===== src/rtl/pb_pkg.sv =====
// -----------------------------------------------------------------------------
// pb_pkg
// Shared sizes and types for the pushbutton conditioning slice.
//   NUM_PB     : number of pushbuttons on the board
//   PB_CODE_W  : width of the encoded button index
//   pb_vec_t   : one bit per pushbutton
//   pb_code_t  : encoded button index
//   pb_cnt_w() : debounce counter width for a given tick count
// -----------------------------------------------------------------------------
package pb_pkg;

   localparam int NUM_PB    = 21;
   localparam int PB_CODE_W = 5;

   typedef logic [NUM_PB-1:0]    pb_vec_t;
   typedef logic [PB_CODE_W-1:0] pb_code_t;

   // A one-tick debounce still needs a 1-bit counter so the datapath exists.
   function automatic int pb_cnt_w(input int ticks);
      return (ticks > 1) ? $clog2(ticks) : 1;
   endfunction

endpackage : pb_pkg


===== src/rtl/pb_debounce_bit.sv =====
// -----------------------------------------------------------------------------
// pb_debounce_bit
// Conditions one raw pushbutton: two-flop synchronizer, debounce counter,
// clean level flop and registered edge pulses.
//
// Optional feature macro: PB_RELEASE_EVT_EN (builds the falling-edge pulse
// flop; otherwise rel_pulse is tied low).
//
// Ports:
//   hz100      in   system clock
//   reset      in   asynchronous active-low reset
//   raw        in   raw, asynchronous button input
//   clean      out  debounced level
//   press      out  one-cycle pulse on the debounced rising edge
//   rel_pulse  out  one-cycle pulse on the debounced falling edge
// -----------------------------------------------------------------------------
module pb_debounce_bit
   import pb_pkg::*;
#(
   parameter int DEBOUNCE_TICKS = 2
) (
   input  logic hz100,
   input  logic reset,
   input  logic raw,
   output logic clean,
   output logic press,
   output logic rel_pulse
);

   localparam int                CNT_W   = pb_cnt_w(DEBOUNCE_TICKS);
   localparam logic [CNT_W-1:0]  CNT_MAX = CNT_W'(DEBOUNCE_TICKS - 1);

   logic             s1;
   logic             s2;
   logic [CNT_W-1:0] cnt;
   logic             qualify;

   // The synchronized level has disagreed with clean for DEBOUNCE_TICKS
   // consecutive edges including this one: clean takes s2 at this edge.
   assign qualify = (s2 != clean) && (cnt == CNT_MAX);

   // NOTE: sequential state uses non-blocking assignments so every flop
   // samples the pre-edge value of its neighbours (s2 <= s1 depends on it).
   always_ff @(posedge hz100 or negedge reset) begin
      if (!reset) begin
         s1    <= 1'b0;
         s2    <= 1'b0;
         cnt   <= '0;
         clean <= 1'b0;
         press <= 1'b0;
      end else begin
         s1 <= raw;
         s2 <= s1;

         // Any single matching sample restarts qualification.
         if (s2 == clean) begin
            cnt <= '0;
         end else if (cnt == CNT_MAX) begin
            clean <= s2;
            cnt   <= '0;
         end else begin
            cnt <= cnt + 1'b1;
         end

         // Registered alongside clean so the pulse lines up with the first
         // cycle in which clean reads 1.
         press <= qualify & s2;
      end
   end

`ifdef PB_RELEASE_EVT_EN
   always_ff @(posedge hz100 or negedge reset) begin
      if (!reset) begin
         rel_pulse <= 1'b0;
      end else begin
         rel_pulse <= qualify & ~s2;
      end
   end
`else
   assign rel_pulse = 1'b0;
`endif

endmodule : pb_debounce_bit


===== src/rtl/pb_conditioner.sv =====
// -----------------------------------------------------------------------------
// pb_conditioner
// Conditions the raw pushbutton vector for the bargraph / decode logic:
// per-button synchronize + debounce + edge pulses, then a lowest-index
// priority encoder that registers the most recent press as code/strobe.
//
// Optional feature macro: PB_RELEASE_EVT_EN (drives pb_release with
// debounced falling-edge pulses; otherwise pb_release is constant 0).
//
// Ports:
//   hz100       in   system clock (100 Hz)
//   reset       in   asynchronous active-low reset
//   pb_raw      in   raw, asynchronous button inputs
//   pb_clean    out  debounced button levels
//   pb_press    out  one-cycle pulse per debounced rising edge
//   pb_release  out  one-cycle pulse per debounced falling edge
//   code        out  index of the most recently pressed button
//   strobe      out  one-cycle pulse when code is updated
//   held        out  high while any debounced button is high
// -----------------------------------------------------------------------------
module pb_conditioner #(
   parameter int NUM_PB         = pb_pkg::NUM_PB,
   parameter int DEBOUNCE_TICKS = 2
) (
   input  logic                hz100,
   input  logic                reset,
   input  logic [NUM_PB-1:0]   pb_raw,
   output logic [NUM_PB-1:0]   pb_clean,
   output logic [NUM_PB-1:0]   pb_press,
   output logic [NUM_PB-1:0]   pb_release,
   output pb_pkg::pb_code_t    code,
   output logic                strobe,
   output logic                held
);

   pb_pkg::pb_code_t code_nxt;
   logic             any_press;

   for (genvar i = 0; i < NUM_PB; i++) begin : g_bit
      pb_debounce_bit #(
         .DEBOUNCE_TICKS (DEBOUNCE_TICKS)
      ) u_bit (
         .hz100     (hz100),
         .reset     (reset),
         .raw       (pb_raw[i]),
         .clean     (pb_clean[i]),
         .press     (pb_press[i]),
         .rel_pulse (pb_release[i])
      );
   end

   // Lowest index wins: scanning downward lets the last hit be the lowest.
   // NOTE: every always_comb output gets a default first so no path can
   // leave it unassigned and infer a latch.
   always_comb begin
      any_press = |pb_press;
      code_nxt  = '0;
      for (int i = NUM_PB - 1; i >= 0; i--) begin
         if (pb_press[i]) begin
            code_nxt = pb_pkg::pb_code_t'(i);
         end
      end
   end

   // Higher simultaneous presses are dropped: press pulses last one cycle,
   // so there is nothing left to encode on the following edge.
   always_ff @(posedge hz100 or negedge reset) begin
      if (!reset) begin
         code   <= '0;
         strobe <= 1'b0;
      end else begin
         strobe <= any_press;
         if (any_press) begin
            code <= code_nxt;
         end
      end
   end

   assign held = |pb_clean;

endmodule : pb_conditioner

===== config.mk =====
export PLATFORM = sky130hd
export DESIGN_NAME = pb_conditioner
export DESIGN_NICKNAME = d
export VERILOG_FILES = /design/src/rtl/pb_pkg.sv /design/src/rtl/pb_debounce_bit.sv /design/src/rtl/pb_conditioner.sv
export SDC_FILE = /design/constraint.sdc
export NUM_CORES = 1
export LEC_CHECK = 0
export CAP_MARGIN = 25
export CORE_AREA = 2 2 100 102
export DETAILED_ROUTE_END_ITERATION = 6
export DIE_AREA = 0 0 102 104
export PLACE_DENSITY = 0.74
export SYNTH_ARGS = -nofsm -noshare
export SYNTH_HDL_FRONTEND = slang
export SYNTH_SLANG_ARGS = --single-unit

===== constraint.sdc =====
create_clock -name hz100 -period 1.3 [get_ports hz100]
set_input_delay 0.13 -clock hz100 [delete_from_list [all_inputs] [get_ports hz100]]
set_output_delay 0.13 -clock hz100 [all_outputs]
set_load 0.02 [all_outputs]

== Yosys cells after proc, flatten, opt, wreduce, memory -nomap -nowiden ==
Index checks and enable logic that the tools add are counted.
Storage, ports and cells
  register bits: 111
Cells by class
  $add $sub $neg: 21
  eq/ne operators: 42
  mux-type cells: 63
  bitwise logic cells: 42
  reductions and logical operators: 44
Operators with widths (number)
  $mux 5: 21
  $mux 1: 42
  $reduce_and 2->1: 21
  $reduce_or 21->1: 2
  $add 1x1->1 const B: 21
  $and 1x1->1: 21
  $eq 1x1->1: 21
  $logic_and 1x1->1: 21
  $ne 1x1->1: 21
  $not 1->1: 21

== Longest topological paths before layout ==
Gate-level depths: netlist of run 1.
  word-level depth: 21
  gate-level depth with buffers: 5

== By module ==
Synthesis of run 1 repeated with hierarchy kept, for this count alone.
Second synthesis, totals
  cell total of the unflattened synthesis: 336
  area, all modules: 3938.8 um^2
Modules (own cells, without submodules)
  pb_debounce_bit: times used 21, cells each 13, area an instance 165.2 um^2
  pb_conditioner: times used 1, cells each 63, area an instance 470.5 um^2

== Worst setup path before layout of run 1 ==
OpenSTA, ideal clock, no wires.
  kind: flip-flop to output port
  start: register g_bit[11].u_bit.clean
  end: output port held
  arrival: 1.285 ns
  data required time: 1.170 ns
  setup slack: -0.115 ns
  cell stages (with the launch flop): 4
  path through: dfrtp_1 -> nor4_1 -> nand4_1 -> or4_1
On the way
  word-level cells in the longest chain between the ends: 1
RTL lines
  start: declaration: line pb_debounce_bit.sv:25  | output logic clean,
  start signal: assignment: line pb_debounce_bit.sv:49  | clean <= 1'b0;
  start signal: assignment: line pb_debounce_bit.sv:59  | clean <= s2;
  $reduce_or 21->1: line pb_conditioner.sv:79  | assign held = |pb_clean;
  end: declaration: line pb_conditioner.sv:33  | output logic held
Every way passes these cells.

== Worst setup path in the final report of run 1 ==
  start: register g_bit[17].u_bit.clean
  end: output port held
On the way
  word-level cells in the longest chain between the ends: 1
RTL lines (line)
  start: declaration: pb_debounce_bit.sv:25
  start signal: assignment: pb_debounce_bit.sv:49
  start signal: assignment: pb_debounce_bit.sv:59
  $reduce_or 21->1: pb_conditioner.sv:79
Every way passes these cells.

==> flow_metrics.py, run 1 <==
metrics = {
    "outcome": {
        "status": "finished, violations left",
        "violations": "negative setup slack",
    },
    "floorplanning": {
        "die_y_um": 104,
        "fp.dieArea_sq_um": 10600,
        "start_util": 0.443,
        "ios": 93,
        "rows": 36,
        "core_area_sq_um": 9550,
        "die_x_um": 102,
    },
    "layout": {
        "area_growth_pct": 27.0,
        "n_fill_cell": 806,
        "seq_area_sq_um": 2790,
        "multiInputGateArea_sq_um": 1080,
        "final_nets": 475,
        "drive_above_1_share": 0.319,
        "num_antenna_cells": 0,
        "design_area_sq_um": 5370,
    },
    "hold_path": {
        "hp-class": "in -> reg",
    },
    "timing": {
        "slew_violations": 0,
        "fin_crit_sh": 1.53,
        "timing.clock.skew_ns": 0.00930,
        "rsz0062_at_grt": "yes",
        "setup_ws_ns": -0.692,
        "finalSetupViolCount": 8,
        "report.final.hold_viol_count": 0,
        "hold_slack_ns": 0.188,
        "period_minus_slack_ns": 1.99,
        "fmax_ghz": 0.502,
    },
    "routing": {
        "first_pass_iters": 4,
        "routedWlPerCell_um": 12.7,
        "routed_wl_um": 7470,
        "drt_iter0_drc": 81,
        "drc": 0,
        "num_vias": 2552,
        "via_per_inst": 4.33,
        "ant_nets": 0,
    },
    "grt": {
        "grt_overflow": 0,
        "grtUsageTotal": 0.152,
        "grt_max_degree": 34,
        "grtUsageMet3": 0.0289,
        "grt_util_met2": 0.247,
        "grt_pass1_vias": 2547,
        "use_met1": 0.193,
        "top_usage_layer": "met2",
        "grt_first_pass_wirelength_um": 12300,
        "grt_antenna_before_repair": 0,
    },
    "critical_path": {
        "slowest_delay_ns": 0.45,
        "cp.required_ns": 1.17,
        "cp_top_family": "simple AND/OR/NAND/NOR gates",
        "crit_fanout": 2,
        "crit_type": "reg -> out",
        "crit_slowest_cell": "or4_4",
        "cp-end-kind": "primary output",
        "crit_chain": "nor4_4 -> nand4_1 -> or4_4 -> buf_6",
        "r2r_slack_ns": -0.20,
        "cp-start-kind": "register",
        "crit_arrival_ns": 1.86,
        "crit_buf_inv": 1,
    },
    "cts": {
        "cts_num_sinks": 111,
        "cts.clk_slew.worst_paths_ns": 0.10,
        "clkLatencyLatePin_ns": 0.37,
        "cts_buffer_depth": 2,
        "cts_made_buffers": 9,
        "cts_tree": "yes",
        "cts_root_buffer": "clkbuf_8",
        "cts_max_level": 3,
    },
    "yosys": {
        "synthAdderAreaFrac": 0,
        "ys_types": 29,
        "synth_ff_type": "dfrtp_1",
        "async_reset_ff_frac": 1.00,
        "synth_xor_area_frac": 0.0435,
        "synth-simple-area-share": 0.117,
        "ys_ff_latch": 111,
        "syn_area_sq_um": 4230,
        "ys.warnings.count": 0,
        "synth_edf_count": 0,
        "netlist_instances": 354,
        "avgSynthCellArea_sq_um": 11.9,
        "synth_compound_area_frac": 0.0480,
        "yosysSeqAreaShare": 0.657,
        "synth_top_family_by_area": "buffers and inverters",
        "muxShareOfSynthArea": 0,
    },
    "power": {
        "powerDensity_nw_per_um2": 2290,
        "irDropWorstVdd_v": 0.000850,
        "p_leak_uw": 0.00262,
        "total_power_uw": 12300,
    },
    "run": {
        "maxCapViolCount": 0,
    },
    "placement": {
        "hpwl_um": 5600,
        "place_congestion": 0.802,
        "numPortBuffers": 71,
        "placed_area_sq_um": 5130,
    },
}
[metal layers]
| layer | share of wire | wire length, um | vias up |
|---|---|---|---|
| li1 | - | - | 1239 |
| met4 | 0.034 | 254 | 0 |
| met2 | 0.49 | 3680 | 72 |
| met5 | 0 | 0 | - |
| met1 | 0.43 | 3190 | 1222 |
| met3 | 0.047 | 350 | 19 |
[repair_timing]
item                                    in CTS  in global routing
setup buffers                                9                  4
hold buffers                                 1                  0
resized for setup                          186                 38
pin swaps                                   10                 11
endpoints found under the setup margin      55                 19
gates cloned                                 0                  0
hold endpoints to repair                    26                  0
[stage by stage]
stage / setup TNS [ns] / utilization / setup slack [ns] / instances
final: -1.63 / 0.562 / -0.692 / 590
after global routing: -2.15 / 0.562 / -0.787 / 590
after CTS: -1.58 / 0.557 / -0.720 / 588
after detailed placement: -1.45 / 0.537 / -0.758 / 564
after global placement: -1.22 / 0.537 / -0.766 / 564
after floorplan: -0.0822 / - / -0.0668 / 374
[cells in the mapped netlist (2+ instances only)]
master,count,area share
nor4_1,4,0.0059
nor4_4,2,0.010
inv_1,24,0.021
nand2_1,24,0.021
nor2b_1,3,0.0044
nor3_1,4,0.0047
a22o_1,2,0.0041
a21oi_1,2,0.0024
o31ai_1,3,0.0053
buf_4,63,0.11
dfrtp_1,111,0.66
or3_1,2,0.0030
xnor2_1,21,0.044
nand4_1,2,0.0030
o21ai_0,21,0.025
nor2_1,51,0.045
nor4_2,3,0.0089
[where the power goes]
group | total, uW | switching, uW | internal (uW)
combinational | 5070 | 2620 | 2450
clock | 2040 | 1100 | 945
sequential | 5170 | 772 | 4400
[state kept, by name, indices dropped and copies added (netlist names)]
signal,flops
g_bit.u_bit.clean,21
g_bit.u_bit.cnt,21
g_bit.u_bit.press,21
g_bit.u_bit.s1,21
g_bit.u_bit.s2,21
code,5
strobe,1
[layout make-up]
type / count / area share
Inverter: 24 / 0.0168
Timing Repair Buffer: 130 / 0.195
Clock inverter: 5 / 0.0105
Multi-Input combinational cell: 176 / 0.201
Sequential cell: 111 / 0.519
Clock buffer: 11 / 0.0263
Tap cell: 133 / 0.0310
[worst paths after layout]
kind                                              startpoint                              end  cells past startpoint
hold / removal                                     pb_raw[4]      g_bit[4].u_bit.s1$_DFF_PN0_                      1
min in group asynchronous                              reset      g_bit[1].u_bit.s1$_DFF_PN0_                      2
setup reg to reg             g_bit[14].u_bit.press$_DFF_PN0_              code[0]$_DFFE_PN0P_                      6
setup / recovery           g_bit[17].u_bit.clean$_DFFE_PN0P_                             held                      4
max in group asynchronous                              reset  g_bit[16].u_bit.press$_DFF_PN0_                      3
hold reg to reg                  g_bit[5].u_bit.s1$_DFF_PN0_      g_bit[5].u_bit.s2$_DFF_PN0_                      0
[placed cells by master (no fill, tap or decap), types with 7 or more instances in the layout]
cell type,n
o21ai_0,21
buf_2,35
conb_1,21
xnor2_1,21
nor2_1,47
clkbuf_8,10
nand2_1,23
dfrtp_1,103
buf_4,47
buf_6,14
nor4_4,7
inv_1,23
dfrtp_2,8
clkdlybuf4s50_1,21
[kinds of logic after synthesis]
logic type,count (synthesis)
AND/OR/NAND/NOR,100
AO/OA/AOI/OAI,34
XOR/XNOR,21
flip-flops,111
other,1
buffers and inverters,87
Note: power is estimated with default switching activity, not from simulation.
==> run 2: changes to the inputs <==
--- a/config.mk
+++ b/config.mk
@@ -13,3 +13,4 @@
 export SYNTH_ARGS = -nofsm -noshare
 export SYNTH_HDL_FRONTEND = slang
 export SYNTH_SLANG_ARGS = --single-unit
+export TNS_END_PERCENT = 1
==> run 2 against run 1 <==
- the run still ends with negative setup slack left
- critical path depth did not move
- combinational power fell by 9.1%
- non-clock buffer count fell by 11
- clock power rose by 2%
==> flow_metrics.py, run 2 (same netlist as run 1, synthesis figures left out) <==
metrics = {
    "placement": {
        "place_worst_setup_slack_ns": -0.775,
        "numPortBuffers": 71,
        "hpwl_um": 5590,
        "place_congestion": 0.803,
        "placed_area_sq_um": 5080,
    },
    "grt": {
        "grt_first_pass_wirelength_um": 12600,
        "grt_antenna_before_repair": 0,
        "grtUsageTotal": 0.156,
        "grt_pass1_vias": 2574,
        "grt_max_degree": 65,
        "grt_overflow": 0,
    },
    "timing": {
        "fin_crit_sh": 1.53,
        "slew_violations": 0,
        "timing.clock.skew_ns": 0.00913,
        "finalSetupViolCount": 7,
        "rsz0062_at_grt": "yes",
        "report.final.hold_viol_count": 0,
        "setup_ws_ns": -0.695,
        "hold_slack_ns": 0.181,
        "period_minus_slack_ns": 2.00,
        "fmax_ghz": 0.501,
    },
    "hold_path": {
        "hp-class": "in -> reg",
        "hp-start": "pb_raw[6]",
    },
    "routing": {
        "drc": 0,
        "num_vias": 2529,
        "routed_wl_um": 7450,
        "routedWlPerCell_um": 12.9,
        "ant_nets": 0,
        "first_pass_iters": 4,
        "via_per_inst": 4.37,
        "drt_iter0_drc": 125,
    },
    "floorplanning": {
        "rows": 36,
        "die_y_um": 104,
        "die_x_um": 102,
        "start_util": 0.443,
        "ios": 93,
        "core_area_sq_um": 9550,
        "fp.dieArea_sq_um": 10600,
    },
    "critical_path": {
        "cp-end-kind": "primary output",
        "cp-start-kind": "register",
        "r2r_start": "g_bit[15].u_bit.press$_DFF_PN0_",
        "crit_type": "reg -> out",
        "crit_fanout": 2,
        "cp_top_family": "simple AND/OR/NAND/NOR gates",
        "r2r_end": "code[0]$_DFFE_PN0P_",
        "crit_slowest_cell": "or4_4",
        "startpoint": "g_bit[9].u_bit.clean$_DFFE_PN0P_",
        "reg2reg_depth": 5,
        "cp.required_ns": 1.17,
        "r2r_slack_ns": -0.14,
        "crit_arrival_ns": 1.87,
        "cp.depth": 4,
        "slowest_delay_ns": 0.44,
        "crit_buf_inv": 1,
        "crit_path_end": "held",
        "crit_chain": "nor4_4 -> nand4_1 -> or4_4 -> buf_6",
    },
    "power": {
        "switching_share": 0.365,
        "p_int_uw": 7500,
        "seqPwrFrac": 0.433,
        "combPwrFrac": 0.391,
        "irDropWorstVdd_v": 0.000724,
        "p_leak_uw": 0.00252,
        "p_clk_frac": 0.176,
        "switching_power_uw": 4310,
        "powerDensity_nw_per_um2": 2280,
    },
    "layout": {
        "num_antenna_cells": 0,
        "layout_commonest_cell": "dfrtp_1",
        "design_area_sq_um": 5170,
        "final_nets": 464,
        "area_growth_pct": 22.3,
        "mostFrequentLayoutCells": "105 x dfrtp_1, 52 x buf_4, 51 x nor2_1",
        "final_util": 0.541,
        "drive_above_1_share": 0.278,
    },
    "cts": {
        "cts_setup_buffers": 0,
        "cts_made_buffers": 9,
        "cts_max_level": 3,
        "cts_tree": "yes",
        "cts_num_sinks": 111,
        "cts_root_buffer": "clkbuf_8",
        "cts.clk_slew.worst_paths_ns": 0.10,
        "cts_buffer_depth": 2,
        "clkLatencyLatePin_ns": 0.37,
    },
    "run": {
        "maxCapViolCount": 0,
    },
    "outcome": {
        "violations": "negative setup slack",
        "status": "finished, violations left",
    },
}
[run 2: changes by cell type in the layout (fill, tap and decap cells not counted), moves of 3 or more]
cell / before / now
buf_2: 35 / 28
buf_4: 47 / 52
buf_6: 14 / 2
clkdlybuf4s15_2: 1 / 4
nor2_1: 47 / 51
nor2_4: 5 / 1
nor4_4: 7 / 3
[run 2: repair_timing]
item	in CTS	in global routing
endpoints found under the hold margin	111	0
setup endpoints to repair	54	15
hold buffers	1	0
pin swaps	2	0
resized for setup	158	12
[run 2: per-stage QoR]
step	power [uW]	cells	TNS (ns)
finish	11800	579	-1.12
global route	12700	579	-1.82
CTS	11900	579	-1.33
detailed placement	10200	562	-1.41
global placement	10000	562	-1.17
floorplan	8210	374	-0.106
[run 2: worst reg2reg max path, stage by stage, from the launching register on]
cell     delay, ns
dfrtp_2       0.45
nor4_4        0.36
nand4_2       0.19
nor2_4        0.17
or3_1         0.12
o21ai_1       0.05
[run 2: final cells by class]
type / count / area [sq um]
fillers: 817 / 4380
flip-flops and latches: 111 / 2790
multi-input cells: 176 / 991
repair buffers: 119 / 931
well taps: 133 / 166
clock buffers: 10 / 138
inverters: 24 / 90.1
clock inverters: 6 / 68.8
[run 2: power groups by stage]
stage / registers, uW / clock network (uW) / logic (uW)
2_1_floorplan: 5300 / 0 / 2910
3_3_place_gp: 5050 / 0 / 4950
3_5_place_dp: 5130 / 0 / 5070
4_1_cts: 5080 / 2150 / 4640
5_1_grt: 5260 / 2290 / 5100
6_report: 5120 / 2080 / 4610
[run 2: how the worst min path moves through the flow]
| stage | to | cells after the start |
|---|---|---|
| 2_1_floorplan | code[0]$_DFFE_PN0P_ | 0 |
| 3_3_place_gp | g_bit[1].u_bit.s2$_DFF_PN0_ | 2 |
| 3_5_place_dp | g_bit[1].u_bit.s2$_DFF_PN0_ | 2 |
| 4_1_cts | g_bit[6].u_bit.s1$_DFF_PN0_ | 1 |
| 5_1_grt | g_bit[7].u_bit.s1$_DFF_PN0_ | 1 |
| 6_report | g_bit[6].u_bit.s1$_DFF_PN0_ | 1 |
[run 2: routing by layer]
metal	wire [um]	vias up	GRT usage	part of all wire
met3	413	19	0.0450	0.055
met4	253	0	0.0733	0.034
li1	-	1218	-	-
met1	3100	1218	0.194	0.42
met2	3680	74	0.248	0.49
met5	0	-	0	0
==> run 3: changes to the inputs <==
--- a/config.mk
+++ b/config.mk
@@ -9,7 +9,7 @@
 export CORE_AREA = 2 2 100 102
 export DETAILED_ROUTE_END_ITERATION = 6
 export DIE_AREA = 0 0 102 104
-export PLACE_DENSITY = 0.74
+export PLACE_DENSITY = 0.72
 export SYNTH_ARGS = -nofsm -noshare
 export SYNTH_HDL_FRONTEND = slang
 export SYNTH_SLANG_ARGS = --single-unit
==> constraint.sdc (replaced) <==
create_clock -name hz100 -period 2.1 [get_ports hz100]
set_input_delay 0.21 -clock hz100 [delete_from_list [all_inputs] [get_ports hz100]]
set_output_delay 0.21 -clock hz100 [all_outputs]
set_load 0.005 [all_outputs]
==> run 3 against run 2 <==
- the flow now finishes without violations
- die area unchanged
- worst hold slack better by 0.087 ns
- sequential power down 37%
- register-to-register slack better by 0.75 ns
- critical path depth unchanged
- clock power down 40%
- wire length down 6.8%
- combinational power down 50%
- non-clock buffer count down 29
- via count down 5.1%
- clock skew about the same
- critical path type unchanged
- largest power group unchanged
- highest routed layer unchanged
==> flow_metrics.py, run 3 (same netlist as run 1, synthesis figures left out) <==
metrics = {
    "outcome": {
        "status": "finished clean",
    },
    "layout": {
        "final_nets": 435,
        "layout_commonest_cell": "dfrtp_1",
        "final_cells": 550,
        "drive_above_1_share": 0.113,
        "area_growth_pct": 20.1,
        "num_antenna_cells": 0,
        "n_fill_cell": 834,
        "mostFrequentLayoutCells": "111 x dfrtp_1, 69 x clkdlybuf4s50_1, 51 x nor2_1",
    },
    "timing": {
        "timing.clock.skew_ns": 0.00882,
        "rsz0062_at_grt": "yes",
        "fin_crit_sh": 0.955,
        "fmax_ghz": 0.498,
        "setup_ws_ns": 0.0940,
        "hold_slack_ns": 0.268,
        "period_minus_slack_ns": 2.01,
        "finalSetupViolCount": 0,
        "slew_violations": 0,
        "report.final.hold_viol_count": 0,
        "setup_tns_ns": 0,
    },
    "cts": {
        "cts_buffer_depth": 2,
        "clkLatencyLatePin_ns": 0.36,
        "cts_root_buffer": "clkbuf_8",
        "cts_tree": "yes",
        "cts_made_buffers": 9,
        "cts_num_sinks": 111,
        "cts_max_level": 3,
        "cts.clk_slew.worst_paths_ns": 0.10,
    },
    "grt": {
        "grtUsageTotal": 0.143,
        "grt_antenna_before_repair": 0,
        "grt_pass1_vias": 2340,
        "grt_overflow": 0,
        "grt_max_degree": 67,
        "grt_first_pass_wirelength_um": 11600,
    },
    "placement": {
        "numPortBuffers": 71,
        "place_congestion": 0.771,
        "place_worst_setup_slack_ns": 0.0809,
        "hpwl_um": 5160,
        "dpl.cell_count": 531,
    },
    "floorplanning": {
        "die_x_um": 102,
        "start_util": 0.443,
        "fp.dieArea_sq_um": 10600,
        "die_y_um": 104,
        "rows": 36,
        "ios": 93,
        "core_area_sq_um": 9550,
    },
    "routing": {
        "drc": 0,
        "drt_iter0_drc": 82,
        "num_vias": 2401,
        "via_per_inst": 4.37,
        "first_pass_iters": 4,
        "ant_nets": 0,
        "routed_wl_um": 6940,
        "routedWlPerCell_um": 12.6,
    },
    "critical_path": {
        "r2r_slack_ns": 0.61,
        "startpoint": "g_bit[13].u_bit.clean$_DFFE_PN0P_",
        "cp-end-kind": "primary output",
        "crit_path_end": "held",
        "cp-start-kind": "register",
        "crit_fanout": 2,
        "reg2reg_depth": 5,
        "r2r_end": "code[1]$_DFFE_PN0P_",
        "r2r_start": "g_bit[15].u_bit.press$_DFF_PN0_",
        "cp.required_ns": 1.89,
        "crit_type": "reg -> out",
        "crit_arrival_ns": 1.80,
    },
    "run": {
        "maxCapViolCount": 0,
    },
    "power": {
        "total_power_uw": 6780,
        "irDropWorstVdd_v": 0.000423,
        "p_leak_uw": 0.00231,
        "powerDensity_nw_per_um2": 1340,
    },
    "hold_path": {
        "hp-class": "in -> async",
    },
}
[run 3: layout make-up]
cell class / instances / area, sq um / share of cell area
Tap cell: 133 / 166 / 0.0328
Multi-Input combinational cell: 176 / 980 / 0.193
Timing Repair Buffer: 90 / 861 / 0.170
Clock buffer: 13 / 179 / 0.0352
Inverter: 24 / 90.1 / 0.0177
Clock inverter: 3 / 23.8 / 0.00468
Sequential cell: 111 / 2780 / 0.547
[run 3: timing repair]
action,in CTS,in global routing
endpoints found under the hold margin,21,0
buffers inserted,1,1
setup endpoints to repair,1,1
hold buffers,1,0
gates cloned,0,0
resized for setup,6,1
pin swaps,4,3
[run 3: routing by layer]
layer | global-route usage | vias to the layer above | routed length (um)
li1 | - | 1170 | -
met1 | 0.194 | 1157 | 3130
met2 | 0.222 | 66 | 3380
met3 | 0.0376 | 8 | 340
met4 | 0.0486 | 0 | 98
met5 | 0 | - | 0
[run 3: power by group]
part / switching [uW] / total [uW] / leakage (uW) / internal (uW)
Sequential: 504 / 3220 / 0.00137 / 2720
Combinational: 960 / 2310 / 0.000841 / 1350
Clock: 685 / 1250 / 0.0000983 / 567
Total: 2150 / 6780 / 0.00231 / 4630
[run 3: worst min-delay path by stage]
| stage | start | endpoint | slack [ns] | depth (start not counted) |
|---|---|---|---|---|
| after global placement | reset | g_bit[3].u_bit.s2$_DFF_PN0_ | 0.12 | 1 |
| after CTS | reset | g_bit[3].u_bit.s2$_DFF_PN0_ | 0.26 | 2 |
| after detailed placement | reset | g_bit[3].u_bit.s2$_DFF_PN0_ | 0.12 | 1 |
| after floorplan | reset | code[0]$_DFFE_PN0P_ | -0.09 | 0 |
| after global routing | pb_raw[20] | g_bit[20].u_bit.s1$_DFF_PN0_ | 0.25 | 1 |
| final | reset | g_bit[3].u_bit.s2$_DFF_PN0_ | 0.27 | 2 |
[run 3: metrics by stage]
stage / instance area [sq um] / util
final: 5080 / 0.532
after detailed placement: 4840 / 0.506
after floorplan: 4300 / -
after global placement: 4840 / 0.506
after CTS: 5060 / 0.530
after global routing: 5080 / 0.532
[run 3: critical path: stages (launching register included)]
cell     delay (ns)
dfrtp_1        0.41
nor4_2         0.29
nand4_1        0.16
or4_1          0.43
buf_2          0.14
